===== src/rtl/scan_pkg.sv =====
// Shared types for the scan-chain driver: controller states, shift phase,
// and the counter-width helper used by the bit sequencer.
package scan_pkg;

    typedef enum logic [1:0] {
        IDLE,
        LOAD,
        VERIFY,
        DONE
    } state_t;

    // PH_LOW presents data with scan_clk low, PH_HIGH raises scan_clk.
    typedef enum logic {
        PH_LOW,
        PH_HIGH
    } phase_t;

    function automatic int unsigned cnt_width(input int unsigned n);
        return (n > 1) ? $clog2(n) : 1;
    endfunction

endpackage


===== src/rtl/scan_bit_seq.sv =====
// Bit sequencer: walks k = 0..N-1 with two phases per bit and selects
// seq[k] = image[N-1-k]. Next-cycle values are exported so the driver can
// register its outputs in step with this counter.
module scan_bit_seq
    import scan_pkg::*;
#(
    parameter int unsigned N = 32
) (
    input  logic         clk,
    input  logic         rst,
    input  logic         clear,
    input  logic         step,
    input  logic [N-1:0] image,
    output phase_t       phase,
    output logic         last,
    output phase_t       phase_nxt,
    output logic         bit_nxt
);

    localparam int unsigned KW = cnt_width(N);

    logic [KW-1:0] k;
    logic [KW-1:0] k_nxt;

    // Phase toggle and bit advance; the final bit wraps k back to 0.
    always_comb begin
        last      = (k == KW'(N - 1)) && (phase == PH_HIGH);
        k_nxt     = k;
        phase_nxt = phase;
        if (clear) begin
            k_nxt     = '0;
            phase_nxt = PH_LOW;
        end else if (step) begin
            if (phase == PH_LOW) begin
                phase_nxt = PH_HIGH;
            end else begin
                phase_nxt = PH_LOW;
                k_nxt     = last ? '0 : k + 1'b1;
            end
        end
        bit_nxt = image[KW'(N - 1) - k_nxt];
    end

    // Counter and phase registers.
    always_ff @(posedge clk) begin
        if (rst) begin
            k     <= '0;
            phase <= PH_LOW;
        end else begin
            k     <= k_nxt;
            phase <= phase_nxt;
        end
    end

endmodule


===== src/rtl/scan_driver.sv =====
// Scan-chain programmer: shifts a latched L x B image into an external
// chain (MSB word/bit first), optionally replays it while comparing the
// chain tail, and reports completion with a one-cycle done pulse.
module scan_driver
    import scan_pkg::*;
#(
    parameter int unsigned L         = 4,
    parameter int unsigned B         = 8,
    parameter bit          VERIFY_EN = 1'b1
) (
    input  logic                clk,
    input  logic                rst,
    input  logic                start,
    input  logic [L-1:0][B-1:0] cfg,
    input  logic                scan_q,
    output logic                scan_clk,
    output logic                scan_din,
    output logic                busy,
    output logic                done,
    output logic                mismatch
);

    localparam int unsigned N = L * B;

    state_t       state;
    state_t       state_n;
    logic [N-1:0] image;
    logic [N-1:0] image_nxt;
    logic         accept;
    logic         step;
    logic         busy_nxt;
    logic         last;
    logic         bit_nxt;
    phase_t       phase;
    phase_t       phase_nxt;

    // The sequencer sees the image as it will be next cycle, so the first
    // bit comes straight from cfg on the accepting edge.
    scan_bit_seq #(
        .N(N)
    ) u_seq (
        .clk       (clk),
        .rst       (rst),
        .clear     (accept),
        .step      (step),
        .image     (image_nxt),
        .phase     (phase),
        .last      (last),
        .phase_nxt (phase_nxt),
        .bit_nxt   (bit_nxt)
    );

    // Next-state logic and next-cycle output terms.
    always_comb begin
        state_n = state;
        accept  = 1'b0;
        case (state)
            IDLE: begin
                if (start) begin
                    accept  = 1'b1;
                    state_n = LOAD;
                end
            end
            LOAD: begin
                if (last) begin
                    if (VERIFY_EN) state_n = VERIFY;
                    else           state_n = DONE;
                end
            end
            VERIFY: begin
                if (last) state_n = DONE;
            end
            DONE:    state_n = IDLE;
            default: state_n = IDLE;
        endcase
        step      = (state == LOAD) || (state == VERIFY);
        busy_nxt  = (state_n == LOAD) || (state_n == VERIFY);
        image_nxt = accept ? cfg : image;
    end

    // State register.
    always_ff @(posedge clk) begin
        if (rst) state <= IDLE;
        else     state <= state_n;
    end

    // Registered outputs, image latch and sticky readback compare.
    always_ff @(posedge clk) begin
        if (rst) begin
            image    <= '0;
            scan_clk <= 1'b0;
            scan_din <= 1'b0;
            busy     <= 1'b0;
            done     <= 1'b0;
            mismatch <= 1'b0;
        end else begin
            image    <= image_nxt;
            busy     <= busy_nxt;
            done     <= (state_n == DONE);
            scan_clk <= busy_nxt && (phase_nxt == PH_HIGH);
            scan_din <= busy_nxt ? bit_nxt : 1'b0;
            // During VERIFY phase 0 scan_din already carries seq[k].
            if (accept) begin
                mismatch <= 1'b0;
            end else if ((state == VERIFY) && (phase == PH_LOW) && (scan_q != scan_din)) begin
                mismatch <= 1'b1;
            end
        end
    end

endmodule


===== config.mk =====
export PLATFORM = sky130hd
export DESIGN_NAME = scan_driver
export DESIGN_NICKNAME = d
export VERILOG_FILES = /design/src/rtl/scan_pkg.sv /design/src/rtl/scan_bit_seq.sv /design/src/rtl/scan_driver.sv
export SDC_FILE = /design/constraint.sdc
export NUM_CORES = 1
export LEC_CHECK = 0
export CELL_PAD_IN_SITES_DETAIL_PLACEMENT = 1
export CELL_PAD_IN_SITES_GLOBAL_PLACEMENT = 2
export CORE_ASPECT_RATIO = 1.75
export CORE_UTILIZATION = 37
export DETAILED_ROUTE_END_ITERATION = 6
export PLACE_DENSITY = 0.82
export SETUP_SLACK_MARGIN = 0.05
export SLEW_MARGIN = 20
export SYNTH_ARGS = -nofsm -noshare
export SYNTH_HDL_FRONTEND = slang
export SYNTH_HIERARCHICAL = 1
export SYNTH_SLANG_ARGS = --single-unit

===== constraint.sdc =====
create_clock -name clk -period 4.42 [get_ports clk]
set_clock_uncertainty 0.2 [all_clocks]
set_input_delay 1.105 -clock clk [delete_from_list [all_inputs] [get_ports clk]]
set_output_delay 1.105 -clock clk [all_outputs]
set_load 0.05 [all_outputs]

==> impl_metrics.json, run 1 <==
{
  "synth_edf_count": 0,
  "syn_nets": 248,
  "setup.worst_path.end_class": "register",
  "antenna_cells": 0,
  "p_leak_uw": 0.00127,
  "routabilityCongestion": 0.757,
  "critPathMaxFanout": 20,
  "grt_pass1_vias": 1630,
  "cts_hold_buf": 0,
  "reg2reg_slack_ps": 1420,
  "power_density_mw_per_mm2": 312,
  "status": "complete, but fails checks",
  "r2r-end": "scan_din$_SDFF_PP0_",
  "start_util_pct": 38.0,
  "antenna_found_initial": 0,
  "drtAntennaViolNets": 0,
  "dieHeight_um": 107,
  "coreArea_sq_mm": 0.00618,
  "drtIter0Drc": 36,
  "via_count": 1575,
  "wl_um": 4920,
  "min_period_ps": 3440,
  "period_share_pct": 77.7,
  "synth_seq_area_share_pct": 38.4,
  "worst_pin_slew_ps": 888,
  "grtUsageTotal_pct": 16.1,
  "nets": 289,
  "clockPowerShare_pct": 28.7,
  "drive_gt1_share_pct": 20.4,
  "layout_commonest_cell": "dfxtp_1",
  "drv_slew": 0,
  "holdCritPathClass": "register to register",
  "cts_tree": "built",
  "crit_start": "start",
  "hold_violations": 0,
  "synthCells": 204,
  "synth.distinct_cells": 34,
  "via_per_inst": 4.85,
  "fillCellCount": 698,
  "required_ps": 4430,
  "p_sw_uw": 228,
  "fp.dieArea_sq_mm": 0.00668,
  "cts_sinks": 45,
  "postCtsSetupRepairBufs": 0,
  "numCtsBuffers": 5,
  "internal_power_uw": 677,
  "route.detailed.drc": 3,
  "avgSynthCellArea_sq_um": 11.5,
  "grt_overflow": 0,
  "setup_viol_count_final": 0,
  "post_cts_resized": 0,
  "ys_warn_count": 6,
  "swShare_pct": 25.2,
  "async_reset_ff_share_pct": 0,
  "dp_hpwl_um": 3670,
  "hold_depth": 2,
  "slew_headroom_pct": 40.6,
  "netlist_area_sq_mm": 0.00235,
  "p_total_uw": 905,
  "crit_arrival_ps": 3440,
  "p_comb_share_pct": 22.8,
  "clockBufferDepth": 2,
  "clk_latency_ps": 300,
  "violations": "design-rule violations",
  "areaGrowthSynthToFinish_pct": 23.5,
  "fin_setup_tns_ps": 0,
  "die_x_um": 62.2,
  "worstHoldEndpoint": "mismatch$_SDFFE_PP0P_",
  "rows": 38,
  "max_freq_mhz": 291,
  "drtPass1Iterations": 6,
  "r2r-start": "u_seq/k[0]$_SDFF_PP0_",
  "pin_count": 41,
  "grt_max_degree": 24,
  "clk_pin_slew_ps": 80,
  "drv_cap": 0,
  "synth_seq_cells": 45,
  "critPathKind": "input port to register",
  "min-delay-start": "mismatch$_SDFFE_PP0P_",
  "ir_drop_v": 0.000220,
  "final_cell_mix": "dfxtp_1, clkdlybuf4s50_1, nor2b_1",
  "grt_pass1_wl_um": 8090,
  "pwr-share-seq_pct": 48.5,
  "htreeDepth": 2,
  "synth_ff_type": "dfxtp_1",
  "reg2reg_depth": 10,
  "wire_per_inst_um": 15.1,
  "clockRootBuffer": "clkbuf_8",
  "startpoint_type": "input port",
  "portBuffers": 40,
  "grt_setup_unrepaired": "no"
}
metal layers:
metal	vias up	wire, um	GRT usage, %
li1	786	-	-
met1	759	1980	17.4
met2	24	2740	30.1
met3	6	101	2.65
met4	0	103	7.48
met5	-	0	0
registers in the layout (all words and copies together) (netlist names):
signal       cells
busy             1
done             1
image           32
mismatch         1
scan_clk         1
scan_din         1
state            2
u_seq/k          5
u_seq/phase      1
stage by stage:
stage | instances | hold slack (ps) | utilization [%] | setup slack (ps) | instance area [sq um]
2_1_floorplan | 204 | 323 | - | 997 | 2350
3_3_place_gp | 318 | 297 | 45.5 | 673 | 2810
6_report | 325 | 339 | 46.9 | 984 | 2900
5_1_grt | 325 | 377 | 46.9 | 872 | 2900
3_5_place_dp | 318 | 332 | 45.5 | 617 | 2810
4_1_cts | 325 | 351 | 46.9 | 952 | 2900
logic make-up after synthesis:
| group | Yosys count | share of synthesized area [%] |
|---|---|---|
| AOI/OAI and AO/OA | 12 | 3.52 |
| xor gates and xnor gates | 2 | 0.746 |
| adders and majority gates | 8 | 4.26 |
| buffers and inverters | 15 | 4.21 |
| DFF | 45 | 38.4 |
| muxes | 56 | 32.8 |
| and+or+nand+nor | 66 | 16.1 |
synth_stat cells (2+ instances only):
| library cell | count | area share, % |
|---|---|---|
| dfxtp_1 | 45 | 38 |
| nor2b_1 | 35 | 9.3 |
| mux2_4 | 28 | 18 |
| mux2i_1 | 18 | 7.7 |
| nor2_1 | 9 | 1.4 |
| ha_1 | 8 | 4.3 |
| nor3_1 | 7 | 1.5 |
| inv_1 | 5 | 0.80 |
| mux2_2 | 5 | 2.4 |
| and2_1 | 4 | 1.1 |
| buf_6 | 4 | 1.9 |
| mux4_2 | 4 | 3.8 |
| nand2_1 | 4 | 0.64 |
| a21oi_1 | 3 | 0.64 |
| clkbuf_1 | 3 | 0.48 |
| a211oi_1 | 2 | 0.64 |
| a21o_1 | 2 | 0.64 |
| and4b_1 | 2 | 0.85 |
worst max-delay path by stage:
stage                     cells after the start  slack, ps                  end
after CTS                                     9        950  scan_din$_SDFF_PP0_
final                                         9        980  scan_din$_SDFF_PP0_
after floorplan                              12       1000  scan_din$_SDFF_PP0_
after global placement                        9        670  scan_din$_SDFF_PP0_
after global routing                          8        870  scan_din$_SDFF_PP0_
after detailed placement                      9        620  scan_din$_SDFF_PP0_
critical path: stages:
cell	delay (ps)
clkdlybuf4s50_1	510
and2_2	190
buf_4	320
mux2_4	340
mux2i_1	220
mux4_2	290
mux2i_1	70
mux2_2	260
and2_1	130
layout make-up:
class,instances,area (sq um),area share (%)
multi-input combinational,144,1350,46.5
sequential,45,901,31.1
timing repair buffer,44,443,15.3
tap,80,100,3.45
clock buffer,7,86.3,2.98
inverter,5,18.8,0.648
power by group through the flow:
stage / Combinational [uW] / Clock, uW / Sequential, uW
floorplan: 142 / 0 / 453
global placement: 206 / 0 / 448
detailed placement: 208 / 0 / 449
CTS: 210 / 275 / 439
global route: 224 / 287 / 441
finish: 206 / 260 / 439
Power figures use the tool's default switching activity.
==> run 2: changes to the inputs <==
--- a/config.mk
+++ b/config.mk
@@ -8,9 +8,9 @@
 export CELL_PAD_IN_SITES_DETAIL_PLACEMENT = 1
 export CELL_PAD_IN_SITES_GLOBAL_PLACEMENT = 2
 export CORE_ASPECT_RATIO = 1.75
-export CORE_UTILIZATION = 37
+export CORE_UTILIZATION = 34
 export DETAILED_ROUTE_END_ITERATION = 6
-export PLACE_DENSITY = 0.82
+export PLACE_DENSITY = 0.76
 export SETUP_SLACK_MARGIN = 0.05
 export SLEW_MARGIN = 20
 export SYNTH_ARGS = -nofsm -noshare
==> constraint.sdc (replaced) <==
create_clock -name clk -period 3.3 [get_ports clk]
set_clock_uncertainty 0.2 [all_clocks]
set_input_delay 0.825 -clock clk [delete_from_list [all_inputs] [get_ports clk]]
set_output_delay 0.825 -clock clk [all_outputs]
set_load 0.05 [all_outputs]
==> run 2 against run 1 <==
Effect of this change: the flow now finishes without violations; cell count up 2.5%; register-to-register slack got worse by 920 ps; via count is 1.8% higher; sequential power rose by 34%; routed wire length increased by 7.4%; combinational power is 38% higher; power rose by 56%; critical path depth unchanged; first-iteration DRC count increased by 58%; clock power increased by 110%; core utilization down 1.0 points; setup slack got worse by 710 ps; critical path type unchanged; largest cell class unchanged.
==> impl_metrics.json, run 2 (same netlist as run 1, synthesis figures left out) <==
{
  "status": "finished, final reports clean",
  "endpoint": "scan_din$_SDFF_PP0_",
  "clockBufferDepth": 2,
  "crit_start": "start",
  "coreArea_sq_mm": 0.00659,
  "power_density_mw_per_mm2": 466,
  "reg_top3": "image x32, u_seq/k x5, state x2",
  "cts_hold_buf": 0,
  "worst_pin_slew_ps": 682,
  "clk_latency_ps": 290,
  "fin_setup_tns_ps": 0,
  "seqCellArea_sq_um": 901,
  "largest_reg_flops": 32,
  "critPathMaxFanout": 30,
  "drv_slew": 0,
  "slew_headroom_pct": 54.4,
  "antenna_cells": 0,
  "post-place-cells": 325,
  "multi_input_area_sq_mm": 0.00135,
  "dieHeight_um": 112,
  "ir_drop_v": 0.000281,
  "start_util_pct": 35.6,
  "rows": 39,
  "nets": 294,
  "cts_sinks": 45,
  "holdCritPathClass": "register to register",
  "period_share_pct": 91.7,
  "grt_pass1_wl_um": 8590,
  "drtIter0Drc": 57,
  "stdcell_count": 333,
  "wl_um": 5290,
  "route.detailed.drc": 0,
  "layout_commonest_cell": "dfxtp_1",
  "grt_max_degree": 31,
  "grt_setup_unrepaired": "no",
  "die_x_um": 64.8,
  "cts_tree": "built",
  "max_freq_mhz": 330,
  "clk_pin_slew_ps": 60,
  "r2r-end": "scan_din$_SDFF_PP0_",
  "via_per_inst": 4.81,
  "antenna_found_initial": 0,
  "numCtsBuffers": 5,
  "areaGrowthSynthToFinish_pct": 28.7,
  "final_cell_mix": "dfxtp_1, clkdlybuf4s50_1, nor2b_1",
  "fillCellCount": 728,
  "setup_viol_count_final": 0,
  "reg2reg_slack_ps": 500,
  "grtUsageTotal_pct": 16.2,
  "hold_violations": 0,
  "drive_gt1_share_pct": 22.7,
  "dp_hpwl_um": 3900,
  "drtAntennaViolNets": 0,
  "fp.dieArea_sq_mm": 0.00725,
  "crit_arrival_ps": 3020,
  "grt_pass1_vias": 1772,
  "critPathKind": "input port to register",
  "post_cts_resized": 0,
  "pin_count": 41,
  "r2r-start": "state[0]$_SDFF_PP0_",
  "largest-register": "image",
  "required_ps": 3290,
  "drtPass1Iterations": 3,
  "p_leak_uw": 0.00134,
  "startpoint_type": "input port",
  "clockRootBuffer": "clkbuf_16",
  "reg2reg_depth": 10,
  "drv_cap": 0,
  "htreeDepth": 2,
  "via_count": 1603,
  "wire_per_inst_um": 15.9,
  "setup.worst_path.end_class": "register",
  "min_period_ps": 3030,
  "postCtsSetupRepairBufs": 0,
  "portBuffers": 40,
  "routabilityCongestion": 0.719,
  "grt_overflow": 0
}
-- run 2: per-stage QoR --
step | area [sq um] | utilization (%) | setup WS [ps] | total power, uW | hold WS, ps
floorplan | 2350 | - | 157 | 797 | 323
global placement | 2860 | 43.5 | -38.6 | 885 | 319
detailed placement | 2860 | 43.5 | -36.1 | 887 | 342
CTS | 3020 | 45.9 | 227 | 1430 | 355
finish | 3020 | 45.9 | 274 | 1410 | 354
global route | 3020 | 45.9 | 200 | 1480 | 409
-- run 2: critical path, stage by stage --
cell	delay [ps]
clkdlybuf4s50_1	470
and2_2	210
buf_12	240
mux2_4	330
mux2i_1	190
mux4_2	280
mux2i_1	70
mux2_2	260
and2_1	130
-- run 2: layout make-up --
class	instances	share of cell area [%]
clock inverters	1	0.166
repair buffers	49	16.3
inverters	5	0.621
flip-flops and latches	45	29.8
well taps	82	3.40
clock buffers	7	5.05
multi-input cells	144	44.6
-- run 2: how the worst min path moves through the flow --
stage          slack, ps                     to             startpoint  cells after the start
2_1_floorplan        320  u_seq/k[4]$_SDFF_PP0_  u_seq/k[4]$_SDFF_PP0_                      2
3_3_place_gp         320  mismatch$_SDFFE_PP0P_  mismatch$_SDFFE_PP0P_                      2
3_5_place_dp         340  mismatch$_SDFFE_PP0P_  mismatch$_SDFFE_PP0P_                      2
4_1_cts              360  mismatch$_SDFFE_PP0P_  mismatch$_SDFFE_PP0P_                      2
5_1_grt              410   image[19]$_SDFF_PP0_   image[19]$_SDFF_PP0_                      2
6_report             350  mismatch$_SDFFE_PP0P_  mismatch$_SDFFE_PP0P_                      2
-- run 2: routing by layer --
metal	vias up	part of all wire, %	GRT usage (%)
met2	24	57	29.3
met5	-	0	0
met1	779	39	16.9
met3	7	2.3	3.69
li1	793	-	-
met4	0	2.3	8.00
-- run 2: power by group --
part           total [uW]  leakage [uW]  switching (uW)  internal, uW
clock                 536     0.0000799             215           321
combinational         284      0.000888             115           170
sequential            588      0.000369            11.1           577
==> run 3: changes to the inputs <==
--- a/config.mk
+++ b/config.mk
@@ -11,6 +11,7 @@
 export CORE_UTILIZATION = 34
 export DETAILED_ROUTE_END_ITERATION = 6
 export PLACE_DENSITY = 0.76
+export RECOVER_POWER = 50
 export SETUP_SLACK_MARGIN = 0.05
 export SLEW_MARGIN = 20
 export SYNTH_ARGS = -nofsm -noshare
==> run 3 against run 2 <==
Effect of this change: worst hold slack better by 2.4 ps; first-iteration DRC count unchanged; sequential share of layout area up 0.32 points; maximum frequency down 1.3%; via count down 0.25%; sequential power about the same; register-to-register slack about the same; cell count unchanged.
==> impl_metrics.json, run 3 (same netlist as run 1, synthesis figures left out) <==
{
  "pre_cts_ws_ps": -36.1,
  "power_density_mw_per_mm2": 467,
  "portBuffers": 40,
  "crit_start": "start",
  "start_util_pct": 35.6,
  "critPathKind": "input port to register",
  "antenna_cells": 0,
  "pin_count": 41,
  "holdCritPathClass": "register to register",
  "slew_headroom_pct": 55.2,
  "layout_commonest_cell": "dfxtp_1",
  "numCtsBuffers": 5,
  "drtPass1Iterations": 2,
  "cts_sinks": 45,
  "status": "finished, final reports clean",
  "grt_pass1_vias": 1772,
  "ir_drop_v": 0.000280,
  "grt_pass1_wl_um": 8590,
  "min_period_ps": 3070,
  "largest_reg_flops": 32,
  "drv_slew": 0,
  "coreArea_sq_mm": 0.00659,
  "drive_gt1_share_pct": 19.5,
  "multi_input_area_sq_mm": 0.00132,
  "clockBufferDepth": 2,
  "via_count": 1599,
  "areaGrowthSynthToFinish_pct": 27.3,
  "hold_violations": 0,
  "reg2reg_depth": 10,
  "route.detailed.drc": 0,
  "period_share_pct": 92.9,
  "htreeDepth": 2,
  "fillCellCount": 733,
  "clockRootBuffer": "clkbuf_16",
  "fin_setup_tns_ps": 0,
  "fp.dieArea_sq_mm": 0.00725,
  "reg2reg_slack_ps": 500,
  "final_cell_area_sq_mm": 0.00299,
  "drv_cap": 0,
  "wl_um": 5250,
  "reg_top3": "image x32, u_seq/k x5, state x2",
  "drtAntennaViolNets": 0,
  "crit_arrival_ps": 3060,
  "grtUsageTotal_pct": 16.2,
  "setup.worst_path.end_class": "register",
  "dp_hpwl_um": 3900,
  "p_leak_uw": 0.00131,
  "setup_viol_count_final": 0,
  "r2r-start": "state[0]$_SDFF_PP0_",
  "nets": 294,
  "seqCellArea_sq_um": 901,
  "endpoint": "scan_din$_SDFF_PP0_",
  "p_total_uw": 1400,
  "via_per_inst": 4.80,
  "clk_pin_slew_ps": 60,
  "largest-register": "image",
  "placed_cell_area_sq_mm": 0.00286,
  "clk_latency_ps": 290,
  "wire_per_inst_um": 15.8,
  "dieHeight_um": 112,
  "r2r-end": "scan_din$_SDFF_PP0_",
  "setup_slack_ps": 233,
  "antenna_found_initial": 0,
  "postCtsSetupRepairBufs": 0,
  "worst_pin_slew_ps": 669,
  "cts_tree": "built",
  "critPathMaxFanout": 30,
  "fin_util_pct": 45.4,
  "post_cts_resized": 0,
  "final_cell_mix": "dfxtp_1, clkdlybuf4s50_1, nor2b_1",
  "grt_max_degree": 31,
  "cts_hold_buf": 0,
  "routabilityCongestion": 0.719,
  "rows": 39,
  "die_x_um": 64.8,
  "grt_setup_unrepaired": "no",
  "required_ps": 3290,
  "grt_overflow": 0,
  "max_freq_mhz": 326,
  "drtIter0Drc": 57,
  "startpoint_type": "input port"
}
run 3: cell types whose count changed in the layout (fill, tap and decap cells not counted), sizes merged:
cell,previous run,this run
buf,9,7
clkdlybuf4s50,40,39
dlygate4sd3,0,1
clkbuf,7,9
run 3: cell type report:
cell class	instances	area share, %
Sequential cell	45	30.1
Tap cell	82	3.43
Multi-Input combinational cell	144	44.2
Inverter	5	0.628
Timing Repair Buffer	49	16.3
Clock buffer	7	5.11
Clock inverter	1	0.167
run 3: critical path: stages:
cell,delay [ps]
clkdlybuf4s50_1,470
and2_2,210
buf_12,230
mux2_1,370
mux2i_1,190
mux4_2,280
mux2i_1,70
mux2_2,260
and2_1,130
run 3: worst min path at each step:
stage,start,endpoint,cells past startpoint,slack (ps)
floorplan,u_seq/k[4]$_SDFF_PP0_,u_seq/k[4]$_SDFF_PP0_,2,320
global placement,mismatch$_SDFFE_PP0P_,mismatch$_SDFFE_PP0P_,2,320
detailed placement,mismatch$_SDFFE_PP0P_,mismatch$_SDFFE_PP0P_,2,340
CTS,mismatch$_SDFFE_PP0P_,mismatch$_SDFFE_PP0P_,2,360
global route,image[19]$_SDFF_PP0_,image[19]$_SDFF_PP0_,2,410
finish,mismatch$_SDFFE_PP0P_,mismatch$_SDFFE_PP0P_,2,360
run 3: where the power goes:
| group | leakage (uW) | switching [uW] | total (uW) | internal [uW] |
|---|---|---|---|---|
| Sequential | 0.000369 | 10.8 | 588 | 577 |
| Clock | 0.0000799 | 215 | 536 | 321 |
| Combinational | 0.000865 | 112 | 272 | 159 |
run 3: stage by stage:
step,hold slack (ps),instances
finish,356,333
CTS,355,333
floorplan,323,204
global placement,319,325
global route,409,333
detailed placement,342,325
run 3: metal layers:
layer | track usage [%] | vias up | wire length, um
li1 | - | 794 | -
met1 | 16.9 | 774 | 2040
met2 | 29.3 | 24 | 2970
met3 | 3.69 | 7 | 123
met4 | 8.00 | 0 | 121
met5 | 0 | - | 0
